--- src/rtl/alu_host_driver.sv ---
// Host-side sequencer for the byte-serial ALU: issues BEGIN, op_code and operand bytes,
// gathers result bytes on END and returns a 16-bit response guarded by a watchdog.
module alu_host_driver #(
    parameter int unsigned TIMEOUT_CYCLES = 64
) (
    input  logic        clk,
    input  logic        reset,
    input  logic        req_valid,
    output logic        req_ready,
    input  logic [1:0]  req_op,
    input  logic [15:0] req_x,
    input  logic [7:0]  req_y,
    output logic        rsp_valid,
    input  logic        rsp_ready,
    output logic [15:0] rsp_data,
    output logic        rsp_timeout,
    output logic [1:0]  op_code,
    output logic        BEGIN,
    output logic [7:0]  inbus,
    input  logic [7:0]  outbus,
    input  logic        END
);
    localparam logic [9:0] WD_LIMIT = TIMEOUT_CYCLES[9:0];

    typedef enum logic [2:0] {
        StIdle,
        StStart,
        StLoad,
        StWaitEnd,
        StCapLo,
        StResp
    } state_e;

    state_e      r_state;
    logic [1:0]  r_op;
    logic [15:0] r_x;
    logic [7:0]  r_y;
    logic [1:0]  r_cnt;
    logic [9:0]  r_wd;
    logic        r_rsp_valid;
    logic [15:0] r_rsp_data;
    logic        r_rsp_timeout;
    logic [1:0]  r_op_code;
    logic        r_begin;
    logic [7:0]  r_inbus;

    logic [1:0]  w_last_idx;
    logic [1:0]  w_byte_idx;
    logic [7:0]  w_byte;
    logic [9:0]  w_wd_next;
    logic        w_wd_expire;

    // Divide sends a 16-bit dividend, so it has one more operand byte than the others.
    assign w_last_idx  = (r_op == 2'b11) ? 2'd2 : 2'd1;
    assign w_byte_idx  = (r_state == StStart) ? 2'd0 : r_cnt + 2'd1;
    assign w_wd_next   = (r_wd == 10'h3FF) ? r_wd : r_wd + 10'd1;
    assign w_wd_expire = (w_wd_next >= WD_LIMIT);

    always_comb begin
        w_byte = 8'h00;
        if (r_op == 2'b11) begin
            unique case (w_byte_idx)
                2'd0:    w_byte = r_x[15:8];
                2'd1:    w_byte = r_x[7:0];
                default: w_byte = r_y;
            endcase
        end else begin
            w_byte = (w_byte_idx == 2'd0) ? r_x[7:0] : r_y;
        end
    end

    always_ff @(posedge clk or negedge reset) begin
        if (!reset) begin
            r_state       <= StIdle;
            r_op          <= 2'b00;
            r_x           <= 16'h0000;
            r_y           <= 8'h00;
            r_cnt         <= 2'd0;
            r_wd          <= 10'd0;
            r_rsp_valid   <= 1'b0;
            r_rsp_data    <= 16'h0000;
            r_rsp_timeout <= 1'b0;
            r_op_code     <= 2'b00;
            r_begin       <= 1'b0;
            r_inbus       <= 8'h00;
        end else begin
            unique case (r_state)
                StIdle: begin
                    if (req_valid) begin
                        r_op      <= req_op;
                        r_x       <= req_x;
                        r_y       <= req_y;
                        r_cnt     <= 2'd0;
                        r_op_code <= req_op;
                        r_begin   <= 1'b1;
                        r_state   <= StStart;
                    end
                end
                StStart: begin
                    r_begin <= 1'b0;
                    r_inbus <= w_byte;
                    r_state <= StLoad;
                end
                StLoad: begin
                    r_cnt <= r_cnt + 2'd1;
                    if (r_cnt == w_last_idx) begin
                        r_inbus <= 8'h00;
                        r_wd    <= 10'd0;
                        r_state <= StWaitEnd;
                    end else begin
                        r_inbus <= w_byte;
                    end
                end
                StWaitEnd: begin
                    // END takes priority over a watchdog expiring on the same cycle.
                    if (END) begin
                        if (r_op[1]) begin
                            r_rsp_data[15:8] <= outbus;
                            r_state          <= StCapLo;
                        end else begin
                            r_rsp_data  <= {8'h00, outbus};
                            r_rsp_valid <= 1'b1;
                            r_state     <= StResp;
                        end
                    end else if (w_wd_expire) begin
                        r_rsp_data    <= 16'h0000;
                        r_rsp_timeout <= 1'b1;
                        r_rsp_valid   <= 1'b1;
                        r_state       <= StResp;
                    end else begin
                        r_wd <= w_wd_next;
                    end
                end
                StCapLo: begin
                    r_rsp_data[7:0] <= outbus;
                    r_rsp_valid     <= 1'b1;
                    r_state         <= StResp;
                end
                StResp: begin
                    if (rsp_ready) begin
                        r_rsp_valid   <= 1'b0;
                        r_rsp_timeout <= 1'b0;
                        r_op_code     <= 2'b00;
                        r_state       <= StIdle;
                    end
                end
                default: r_state <= StIdle;
            endcase
        end
    end

    assign req_ready   = (r_state == StIdle);
    assign rsp_valid   = r_rsp_valid;
    assign rsp_data    = r_rsp_data;
    assign rsp_timeout = r_rsp_timeout;
    assign op_code     = r_op_code;
    assign BEGIN       = r_begin;
    assign inbus       = r_inbus;

endmodule
--- config.mk ---
export PLATFORM = sky130hd
export DESIGN_NAME = alu_host_driver
export DESIGN_NICKNAME = d
export VERILOG_FILES = /design/src/rtl/alu_host_driver.sv
export SDC_FILE = /design/constraint.sdc
export NUM_CORES = 1
export LEC_CHECK = 0
export CAP_MARGIN = 30
export CORE_MARGIN = 2
export CORE_UTILIZATION = 35
export CTS_BUF_LIST = sky130_fd_sc_hd__clkbuf_2 sky130_fd_sc_hd__clkbuf_4 sky130_fd_sc_hd__clkbuf_8
export CTS_CLUSTER_SIZE = 30
export DETAILED_ROUTE_END_ITERATION = 10
export DONT_BUFFER_PORTS = 1
export GPL_TIMING_DRIVEN = 0
export MAX_ROUTING_LAYER = met4
export PLACE_DENSITY = 0.55
export SYNTH_ARGS = -nofsm -noshare
export SYNTH_HDL_FRONTEND = slang
export SYNTH_SLANG_ARGS = --single-unit
--- constraint.sdc ---
create_clock -name clk -period 2.02 [get_ports clk]
set_input_delay 0.202 -clock clk [delete_from_list [all_inputs] [get_ports clk]]
set_output_delay 0.202 -clock clk [all_outputs]
set_load 0.005 [all_outputs]
# After elaboration in Yosys (flattened, before gate mapping)
# Index checks and enable logic that the tools add are counted.
# word_totals
regBits	70
input_bits	39
output_inout_bits	30
# op_classes
addsub	2
n_lt_le_gt_ge	1
eq_ne	17
mux	38
n_reduce_logical	21
# op_table
op	n
8-bit case mux with 2 select lines	3
10-bit two-way mux	4
8-bit two-way mux	5
16-bit two-way mux	2
10-bit case mux with 2 select lines	1
3-bit case mux with 6 select lines	1
4-bit AND reduction	4
2-bit nonzero test	8
3-bit two-way mux	5
2-bit inequality test, second input constant	6
10-bit by 1-bit adder with 10-bit output, second input constant	1
10-bit equality test, second input constant	1
10-bit by 7-bit >= comparator with 1-bit output, second input constant	1
2-bit two-way mux	5
2-bit case mux with 2 select lines	2
2-bit AND reduction	4
1-bit two-way mux	7
3-bit by 2-bit equality test with 1-bit output, second input constant	2
3-bit equality test, second input constant	2
3-bit inequality test, second input constant	2
3-bit AND reduction	2
1-bit case mux with 2 select lines	2
3-bit by 1-bit equality test with 1-bit output, second input constant	1
3-bit logical NOT	1
other kinds (7)	7

# Depth between registers and ports, before layout
# depth
word_depth	7
ltp_mapped	7
mapped_depth_nobuf	6

# Worst setup path before layout
# Ideal clock, no wire load.
# synth_timing
path_kind	register -> register
from	register r_wd[0]
to	register r_wd[4]
setup_ns	0.078
arrival_time_ns	1.756
t_required_ns	1.942
setup_slack_ns	0.187
stages_incl_launch_ff	6
period_less_slack_ns	1.833
cell_sequence	dfrtp_1 -> a2111oi_4 -> nand4_2 -> and3_4 -> or4_1 -> a21boi_1
# synth_between
elab_chain_len	5
word_cells_on_any_way	9
classes_between	add/sub (1); order compare (1); eq/ne (2); mux (4); reduce/logical (1)
# synth_rtl
item	line	source
from (decl)	39	logic [9:0] r_wd;
from (signal assigned)	131	r_wd <= w_wd_next;
10-bit by 1-bit adder with 10-bit output / 10-bit equality test (equally long branches)	56	assign w_wd_next = (r_wd == 10'h3FF) ? r_wd : r_wd + 10'd1;
10-bit two-way mux *	56	
10-bit by 7-bit >= comparator with 1-bit output / 10-bit two-way mux (equally long branches)	57, 125	
2-bit inequality test (no source line) / 10-bit two-way mux (equally long branches)	-	
4-bit AND reduction (no source line) / 10-bit case mux with 2 select lines (equally long branches)	-	
# Every way passes the cells marked *; elsewhere a longest branch is shown, timed or not. The select of a mux whose other input is x is not followed.
# A chain may end at the register's enable or synchronous reset.

# Worst setup path in the final report
# layout_timing
from	register r_wd[1]
to	register r_wd[4]
# Same word-level chain as after synthesis.

==> impl_metrics.json <==
{
  "status": "finished clean",
  "insertion_delay_ps": 360,
  "grt_pass1_vias": 3046,
  "synth_compound_area_share_pct": 17.0,
  "cp_max_fo": 4,
  "period_minus_slack_ps": 1930,
  "synth_area_sq_um": 3510,
  "synthAdderAreaFrac_pct": 0.356,
  "synth-edff-count": 0,
  "critPathMaxStageDelay_ps": 470,
  "fmax_ghz": 0.517,
  "post-route-util_pct": 45.9,
  "seq_area_frac_synth_pct": 49.9,
  "coreArea_sq_um": 9770,
  "ir_drop_mv": 0.503,
  "avgSynthCellArea_sq_um": 10.7,
  "wl_per_cell_um": 17.8,
  "p_per_area_nw_per_um2": 1570,
  "yosys_warnings": 0,
  "layout_common_cells": "dfrtp_1, nand2_1, dlygate4sd3_1",
  "ys_ff_latch": 70,
  "async_flop_share_pct": 100,
  "synth_top_family_by_area": "compound AO/OA/AOI/OAI gates",
  "timing.critical_path.cells": "a2111oi_4 -> nand4_2 -> and3_4 -> or4_1 -> a21boi_1",
  "cts.reportedPaths.clkPinSlew_ps": 80,
  "dr.first_iter.drc_count": 144,
  "hp-class": "input pin to register",
  "p_sw_w": 0.00270,
  "grt_remaining_overflow": 0,
  "synthMuxAreaShare_pct": 14.3,
  "drcViolationCount": 0,
  "num_vias": 2832,
  "combPwrFrac_pct": 42.9,
  "finalMaxSlewViolations": 0,
  "cp_slowest_cell": "or4_1",
  "vias_per_cell": 5.40,
  "finalHoldViolCount": 0,
  "cts_num_sinks": 70,
  "clockRootBuffer": "clkbuf_8",
  "switching_share_pct": 38.3,
  "ys_types": 51,
  "layout_commonest_cell": "dfrtp_1",
  "path_delay_family": "simple AND/OR/NAND/NOR gates",
  "dieArea_sq_um": 10800,
  "cp.required_ps": 2300,
  "start_kind": "register",
  "ant_nets": 0,
  "cts_tree": "yes",
  "drtPass1Iterations": 4,
  "tns_ps": 0,
  "crit_type": "register to register",
  "nets": 426,
  "grt_start_max_net_pins": 71,
  "synth_xor_xnor_area_share_pct": 0.249,
  "dieWidth_um": 104,
  "pwr-share-clk_pct": 20.6,
  "setup_viol": 0,
  "synthSimpleGateAreaFrac_pct": 15.3,
  "rows": 36,
  "routed_wl_um": 9330,
  "syn_nets": 369,
  "p_leak_nw": 1.93,
  "arrival_ps": 2220,
  "rsz0062_at_grt": "true",
  "cts_buffers": 9,
  "fin_skew_ps": 11.7,
  "antennaDiodeCount": 0,
  "fin_crit_sh_pct": 95.7,
  "clock_path_buffers": 2,
  "grt_pass1_wl_um": 15200,
  "start_util_pct": 35.9,
  "ys.flop_type": "dfrtp_1",
  "worst_slew_pin_slew_ps": 688,
  "portBuffers": 0,
  "path_buf_inv": 0,
  "max-cap-violations": 0,
  "crit_path_end_kind": "register",
  "syn_to_final_growth_pct": 27.7,
  "routabilityCongestion": 0.854,
  "io-pin-count": 69,
  "die_h_um": 104,
  "seqPwrFrac_pct": 36.5,
  "hpwlAfterDp_um": 6050,
  "fill_cells": 961,
  "relSlewSlack_pct": 54.0,
  "grtUsageTotal_pct": 17.9,
  "drive_gt1_share_pct": 23.8,
  "syn_inst": 329,
  "cts-htree-levels": 3,
  "p_int_w": 0.00435,
  "antenna_found_initial": 0
}
==> metal layers <==
layer  global-route usage (%)  vias to the layer above  routed length, um
li1                         -                     1327                  -
met1                     21.5                     1402               4090
met2                     28.5                       91               4440
met3                     6.08                       12                644
met4                     5.79                        0                153
met5                        -                        -                  0
==> what timing repair did <==
action,in CTS,in global routing
hold endpoints to repair,114,0
hold buffers,37,0
setup endpoints to repair,45,60
pin swaps,0,6
buffers inserted,2,7
resized for setup,6,26
==> final cells by class <==
cell class | instances | area [sq um] | share of cell area (%)
multi-input cells | 236 | 1730 | 38.5
clock inverters | 5 | 105 | 2.34
plain buffers | 18 | 105 | 2.34
clock buffers | 11 | 151 | 3.38
repair buffers | 46 | 455 | 10.2
inverters | 5 | 18.8 | 0.419
flip-flops and latches | 70 | 1750 | 39.1
well taps | 133 | 166 | 3.71
==> path summary, 6_finish.rpt <==
path	startpoint	end	slack, ps	depth (start not counted)
worst max-delay path	r_wd[1]	r_wd[4]	90	5
min in group asynchronous	reset	r_x[0]	390	2
worst max register to register	r_wd[1]	r_wd[4]	90	5
worst min-delay path	req_op[0]	r_op[0]	10	1
worst min register to register	BEGIN	BEGIN	520	1
max in group asynchronous	reset	r_x[8]	1300	2
==> stage by stage <==
stage	power (W)	instances	hold WS (ps)	area [sq um]	setup WS, ps
after global routing	0.00752	524	9.04	4480	-11.9
after global placement	0.00518	462	-89.7	3680	-270
after detailed placement	0.00528	462	-89.8	3680	-351
after CTS	0.00693	517	3.01	4370	-52.2
final	0.00705	524	11.5	4480	87.0
after floorplan	0.00456	329	-93.6	3510	187
==> power by group through the flow <==
stage               clock network, W  logic, W  registers, W
finish                       0.00145   0.00302       0.00257
global route                 0.00153   0.00332       0.00266
CTS                          0.00148   0.00289       0.00256
detailed placement                 0   0.00270       0.00258
global placement                   0   0.00261       0.00256
floorplan                          0   0.00215       0.00241
==> registers in the layout (all words and copies together), names as in the netlist <==
register	flops
r_op	2
r_x	16
r_y	8
BEGIN	1
r_state	3
rsp_timeout	1
r_wd	10
inbus	8
r_cnt	2
rsp_data	16
op_code	2
rsp_valid	1
==> synth_stat cells (all sizes together) (2+ instances only) <==
cell	count	share of area [%]
mux2	34	11
nor3	5	0.86
inv	5	0.53
nand2b	7	1.2
nand3	6	0.86
a32o	8	2.3
a21oi	12	1.9
a21boi	2	0.43
clkbuf	7	0.75
nor3b	9	2.2
buf	11	1.6
a22o	3	0.75
or3	2	0.36
and2	7	1.3
nor2	8	0.86
nand4	2	0.53
nand2	48	5.1
mux2i	12	3.4
and3	4	0.89
o31ai	11	2.4
dfrtp	70	50
o21ai	32	4.7
a221oi	8	2.0
==> kinds of logic (layout without fill, tap and decap cells) <==
family          Yosys count  after routing
compound gates           85             85
xor+xnor                  1              1
fa+ha+maj                 1              1
buf+inv                  23             85
flops                    70             70
mux                      46             46
simple gates            103            103
Power figures use the tool's default switching activity.
